--- src/rtl/alu1_pkg.sv ---
// Shared definitions for the 1-bit ALU slice and the multi-bit ALU built from it.
package alu1_pkg;

  typedef enum logic [2:0] {
    OP_AND      = 3'd0,
    OP_NOT      = 3'd1,
    OP_OR       = 3'd2,
    OP_XOR      = 3'd3,
    OP_ADD      = 3'd4,
    OP_SUB      = 3'd5,
    OP_TRANSFER = 3'd6,
    OP_TEST     = 3'd7
  } alu_op_e;

endpackage

--- src/rtl/alu1_full_adder.sv ---
// Single-bit full adder; the carry/borrow primitive of the ALU slice.
module alu1_full_adder (
  input  logic a,
  input  logic b,
  input  logic cin,
  output logic sum,
  output logic cout
);

  assign sum  = a ^ b ^ cin;
  assign cout = (a & b) | (a & cin) | (b & cin);

endmodule

--- src/rtl/alu1.sv ---
// 1-bit bit-slice ALU with carry/borrow chain; outputs optionally registered.
module alu1
  import alu1_pkg::*;
#(
  parameter bit REG_OUT = 1'b1
) (
  input  logic       clk,
  input  logic       rst_n,
  input  logic       a,
  input  logic       b,
  input  logic       carry_in,
  input  logic [2:0] select,
  output logic       out,
  output logic       carry_out
);

  alu_op_e w_op;
  logic    w_add_sum;
  logic    w_add_cout;
  logic    w_sub_sum_n;
  logic    w_sub_borrow;
  logic    w_out;
  logic    w_cout;

  assign w_op = alu_op_e'(select);

  alu1_full_adder u_add (
    .a   (a),
    .b   (b),
    .cin (carry_in),
    .sum (w_add_sum),
    .cout(w_add_cout)
  );

  // a - b - bin: adding with ~a gives the borrow as carry and the inverted difference.
  alu1_full_adder u_sub (
    .a   (~a),
    .b   (b),
    .cin (carry_in),
    .sum (w_sub_sum_n),
    .cout(w_sub_borrow)
  );

  always_comb begin
    w_out  = 1'b0;
    w_cout = 1'b0;
    unique case (w_op)
      OP_AND:      w_out = a & b;
      OP_NOT:      w_out = ~a;
      OP_OR:       w_out = a | b;
      OP_XOR:      w_out = a ^ b;
      OP_ADD: begin
        w_out  = w_add_sum;
        w_cout = w_add_cout;
      end
      OP_SUB: begin
        w_out  = ~w_sub_sum_n;
        w_cout = w_sub_borrow;
      end
      OP_TRANSFER: w_out = a;
      OP_TEST:     w_out = ~a;
    endcase
  end

  generate
    if (REG_OUT) begin : g_reg
      logic r_out;
      logic r_cout;

      always_ff @(posedge clk or negedge rst_n) begin
        if (!rst_n) begin
          r_out  <= 1'b0;
          r_cout <= 1'b0;
        end else begin
          r_out  <= w_out;
          r_cout <= w_cout;
        end
      end

      assign out       = r_out;
      assign carry_out = r_cout;
    end else begin : g_comb
      logic w_unused;
      assign w_unused  = clk ^ rst_n;
      assign out       = w_out;
      assign carry_out = w_cout;
    end
  endgenerate

endmodule

--- config.mk ---
export PLATFORM = sky130hd
export DESIGN_NAME = alu1
export DESIGN_NICKNAME = d
export VERILOG_FILES = /design/src/rtl/alu1_pkg.sv /design/src/rtl/alu1_full_adder.sv /design/src/rtl/alu1.sv
export SDC_FILE = /design/constraint.sdc
export NUM_CORES = 1
export LEC_CHECK = 0
export ABC_AREA = 1
export CAP_MARGIN = 20
export CELL_PAD_IN_SITES_DETAIL_PLACEMENT = 1
export CELL_PAD_IN_SITES_GLOBAL_PLACEMENT = 1
export CORE_AREA = 2 2 39 41
export CTS_CLUSTER_DIAMETER = 50
export DETAILED_ROUTE_END_ITERATION = 6
export DIE_AREA = 0 0 41 43
export GPL_TIMING_DRIVEN = 0
export PLACE_DENSITY_LB_ADDON = 0.1
export SLEW_MARGIN = 20
export SYNTH_ARGS = -nofsm -noshare
export SYNTH_HDL_FRONTEND = slang
export SYNTH_HIERARCHICAL = 1
export SYNTH_SLANG_ARGS = --single-unit
--- constraint.sdc ---
create_clock -name clk -period 1.2 [get_ports clk]
set_input_delay 0.24 -clock clk [delete_from_list [all_inputs] [get_ports clk]]
set_output_delay 0.24 -clock clk [all_outputs]
set_load 0.01 [all_outputs]
==> impl_metrics.toml, run 1 <==
[critical_path]
crit_type = "in -> reg"
crit_required_ns = 1.31
end_kind = "register"
crit_arrival_ns = 1.25
crit_fanout = 2
start_kind = "input pin"

[timing]
finalSetupViolCount = 0
slew_headroom = 0.804
setup-tns-final_ns = 0
rsz0062_at_grt = "no"
finalHoldViolCount = 0
min_period_ns = 1.15
max_freq_ghz = 0.873
drv_slew = 0
fin_crit_sh = 0.955
tightest_slew_ns = 0.292

[routing]
wl_per_cell_um = 9.20
first_iter_violations = 2
ant_nets = 0
post-route-drc-count = 0
vias_per_cell = 3.98
wirelength_um = 552
via_count = 239
dr.pass1.iters = 2

[worst_hold_path]
worstHoldPathType = "in -> async"

[placed_design]
dp_hpwl_um = 492
gp_congestion = 0.694
port_buffers = 9
dp.cells = 57

[synth]
synth_area_um2 = 225
avgSynthCellArea_um2 = 7.04
synth_seq_cells = 2
yosys_warnings = 6
seq_area_frac_synth = 0.222
synth_nets = 44
syn_inst = 32
netlist-cell-type-count = 10

[global_routing]
antenna_found_initial = 0
grt_max_degree = 7
grtUsageMet3 = 0.0314
grt_pass1_vias = 224
grt_usage = 0.0853
gr-usage-met1 = 0.0804
grt.overflow.total = 0
grt_busiest_layer = "met2"
grt_util_met2 = 0.122
grt_pass1_wl_um = 903

[flow_run]
maxCapViolCount = 0

[pwr]
ir_worst_vdd_mv = 0.199
power_per_cell_area_nw_per_um2 = 877
p_leak_uw = 0.000185

[floorplan]
coreArea_um2 = 1380
dieArea_um2 = 1760
fp-row-count = 14
initial_core_util = 0.163
fp.dieW_um = 41
io_pins = 10
die_h_um = 43

[layout]
finish.net_count = 58
nFillCells = 184
synthToLayoutAreaGrowth_pct = 56.7
stdcell_count = 60
drive_above_1_share = 0.159
antenna_cells = 0

[status]
outcome = "completed"

[clock_tree]
clk_path_buf_depth = 2
cts_inserted_buffers = 3
cts_setup_buffers = 0
path_clk_slew_ns = 0.03
h-tree-depth = 1
ctsResizeCount = 11
clock-sinks = 2
cts_tree = "yes"
cts_hold_buf = 0
cts-root-buf = "clkbuf_4"
-- report_power, final --
group | switching [uW] | internal (uW)
Sequential | 1.15 | 73.9
Combinational | 44.8 | 44.7
Clock | 35.0 | 110
Total | 80.9 | 229
-- final timing paths --
kind / cells past startpoint / slack (ns) / startpoint / endpoint
min in group clk: 5 / 0.42 / a / out$_DFF_PN0_
worst min-delay path: 1 / 0.18 / rst_n / out$_DFF_PN0_
worst max-delay path: 7 / 0.05 / carry_in / out$_DFF_PN0_
max in group asynchronous: 1 / 0.90 / rst_n / carry_out$_DFF_PN0_
-- area by class of cell --
type,count,area [um^2],share of cell area
multi-input cells,23,149,0.422
flip-flops and latches,2,50.0,0.142
clock buffers,3,22.5,0.0638
repair buffers,9,85.1,0.241
well taps,16,20.0,0.0567
inverters,7,26.3,0.0745
-- cells in the final DEF (no fill, tap or decap), drive strengths merged --
| master | instances |
|---|---|
| nand2 | 8 |
| inv | 7 |
| nand3 | 5 |
| nor2 | 4 |
| clkdlybuf4s50 | 4 |
| clkbuf | 3 |
| dlygate4sd2 | 3 |
| ha | 2 |
| dfrtp | 2 |
| fa | 2 |
| nand3b | 1 |
| nor4 | 1 |
| buf | 1 |
| clkdlybuf4s15 | 1 |
-- state kept, by name, summed over array words and instances, names as in the netlist --
| register | cells |
|---|---|
| out | 1 |
| carry_out | 1 |
-- routing by layer --
metal	wire length, um	up-vias
met3	23	0
met2	320	6
met1	207	111
li1	-	122
met4	0	0
met5	0	-
-- cell usage after synthesis --
cell type / count / area (um^2)
fa_1: 2 / 40.0
nand3b_1: 1 / 7.51
inv_2: 1 / 3.75
nor4_1: 1 / 6.26
nand2_1: 8 / 30.0
dfrtp_1: 2 / 50.1
inv_1: 6 / 22.5
ha_1: 2 / 25.0
nand3_1: 5 / 25.0
nor2_1: 4 / 15.0
-- critical path, cell delays in order --
cell and delay, ns:
dlygate4sd2_1 0.26, fa_1 0.48, inv_1 0.04, nand2_1 0.05
nand3_1 0.06, nand3_1 0.07, nand2_1 0.05
-- metrics by stage --
stage	worst slack, ns	total power, uW	cell area, um^2	util	hold WS (ns)
global placement	-0.698	172	335	0.242	0.407
global route	0.00828	346	353	0.255	0.169
CTS	0.0501	322	350	0.253	0.173
finish	0.0541	309	353	0.255	0.181
floorplan	0.0149	118	225	-	-0.0556
detailed placement	-0.696	174	335	0.242	0.412
-- cell families after synthesis --
family / after synthesis / synth area share
flops: 2 / 0.222
simple gates: 19 / 0.372
fa+ha+maj: 4 / 0.289
buf+inv: 7 / 0.117
Note: power is estimated with default switching activity, not from simulation.
==> inputs of run 2 (changes only) <==
- HOLD_SLACK_MARGIN: unset -> 0.08
==> results of run 2 <==
Final layout, timing and power as in run 1 (identical DEF).
==> inputs of run 3 (changes only) <==
==> constraint.sdc (replaced) <==
create_clock -name clk -period 1.2 [get_ports clk]
set_input_delay 0.12 -clock clk [delete_from_list [all_inputs] [get_ports clk]]
set_output_delay 0.12 -clock clk [all_outputs]
set_load 0.01 [all_outputs]
==> run 3 against run 2 <==
Against the previous run:
- via count increased by 1.3%
- sequential power is essentially flat
- non-clock buffer count increased by 1
- count of clock-buffer cells in the layout did not move
- maximum frequency is 4.4% higher
- final cell count up 1.7%
- global-route usage up 0.10 points
- total power rose by 1.2%
- wire length rose by 3.3%
- setup slack improved by 0.048 ns
- largest power group unchanged
==> impl_metrics.toml, run 3 (synthesis gave the netlist of run 1 again) <==
[status]
outcome = "completed"

[layout]
final_common_cell = "nand2_1"
finish.net_count = 59
nFillCells = 180
synthToLayoutAreaGrowth_pct = 62.2
final_cell_area_um2 = 365
final_cell_mix = "nand2_1 (8), inv_1 (5), nand3_1 (5)"
drive_above_1_share = 0.133
antenna_cells = 0

[floorplan]
coreArea_um2 = 1380
die_h_um = 43
fp.dieW_um = 41
initial_core_util = 0.163
fp-row-count = 14
dieArea_um2 = 1760
io_pins = 10

[routing]
wl_per_cell_um = 9.34
via_count = 242
vias_per_cell = 3.97
ant_nets = 0
first_iter_violations = 2
post-route-drc-count = 0
dr.pass1.iters = 2
wirelength_um = 570

[placed_design]
port_buffers = 9
dp_hpwl_um = 492
gp_congestion = 0.694
placed_area_um2 = 335

[pwr]
power_per_cell_area_nw_per_um2 = 857
ir_worst_vdd_mv = 0.199
p_leak_uw = 0.000209

[critical_path]
crit_arrival_ns = 1.21
crit_fanout = 4
start_kind = "input pin"
end_kind = "register"
crit_required_ns = 1.31
crit_type = "in -> reg"

[worst_hold_path]
worstHoldPathType = "in -> reg"

[clock_tree]
clock-sinks = 2
cts-root-buf = "clkbuf_4"
h-tree-depth = 1
clk_path_buf_depth = 2
cts_tree = "yes"
cts_setup_buffers = 0
path_clk_slew_ns = 0.03
cts_inserted_buffers = 3

[global_routing]
grt.overflow.total = 0
grt_pass1_vias = 229
antenna_found_initial = 0
grt_max_degree = 7
grt_usage = 0.0863
grt_pass1_wl_um = 910

[timing]
whs_ns = 0.327
finalSetupViolCount = 0
slew_headroom = 0.804
tightest_slew_ns = 0.292
finalHoldViolCount = 0
drv_slew = 0
max_freq_ghz = 0.911
min_period_ns = 1.10
setup-tns-final_ns = 0
rsz0062_at_grt = "no"
fin_crit_sh = 0.915

[flow_run]
maxCapViolCount = 0
==> run 3: changes by cell type in the layout (fill, tap and decap cells not counted) <==
cell / before / now
buf_4: 1 / 0
clkbuf_2: 0 / 1
clkdlybuf4s15_2: 1 / 0
dlygate4sd2_1: 3 / 2
dlygate4sd3_1: 0 / 1
dlymetal6s2s_1: 0 / 2
==> run 3: critical path, stage by stage <==
cell	delay, ns
dlygate4sd2_1	0.30
fa_1	0.52
inv_1	0.04
nand2_1	0.05
nand3_1	0.06
nand3_1	0.07
nand2_1	0.05
==> run 3: path summary, 6_finish.rpt <==
path	from	to	slack [ns]	depth (start not counted)
setup / recovery	b	out$_DFF_PN0_	0.10	7
hold / removal	a	out$_DFF_PN0_	0.33	5
max in group asynchronous	rst_n	carry_out$_DFF_PN0_	0.47	2
min in group asynchronous	rst_n	out$_DFF_PN0_	0.61	2
==> run 3: area by class of cell <==
class                      count  area, um^2  area share
tap                           16        20.0      0.0548
multi-input combinational     23         149       0.408
timing repair buffer          10        97.6       0.267
clock buffer                   3        22.5      0.0616
sequential                     2        50.0       0.137
inverter                       7        26.3      0.0719
==> run 3: repair_timing <==
action                     4_1_cts  5_1_grt
setup endpoints to repair        2        3
hold endpoints to repair         2        0
hold buffers                     1        0
gates resized for setup          5        3
==> run 3: through the flow <==
stage | total power (uW) | util | instances | setup WS (ns)
6_report | 313 | 0.264 | 61 | 0.102
2_1_floorplan | 118 | - | 32 | 0.135
3_3_place_gp | 172 | 0.242 | 57 | -0.578
4_1_cts | 329 | 0.264 | 61 | 0.00271
3_5_place_dp | 174 | 0.242 | 57 | -0.576
5_1_grt | 349 | 0.264 | 61 | 0.0475
==> run 3: power by group <==
part           leakage, uW  total [uW]  internal (uW)  switching, uW
logic             0.000170        93.1           47.6           45.4
clock network    0.0000138         145            110           34.9
registers        0.0000252        75.1           73.9           1.20
==> run 3: metal layers <==
layer,vias up,global-route usage,part of all wire
li1,124,-,-
met5,-,0,0
met2,6,0.128,0.58
met4,0,0.100,0
met1,112,0.0772,0.37
met3,0,0.0314,0.047
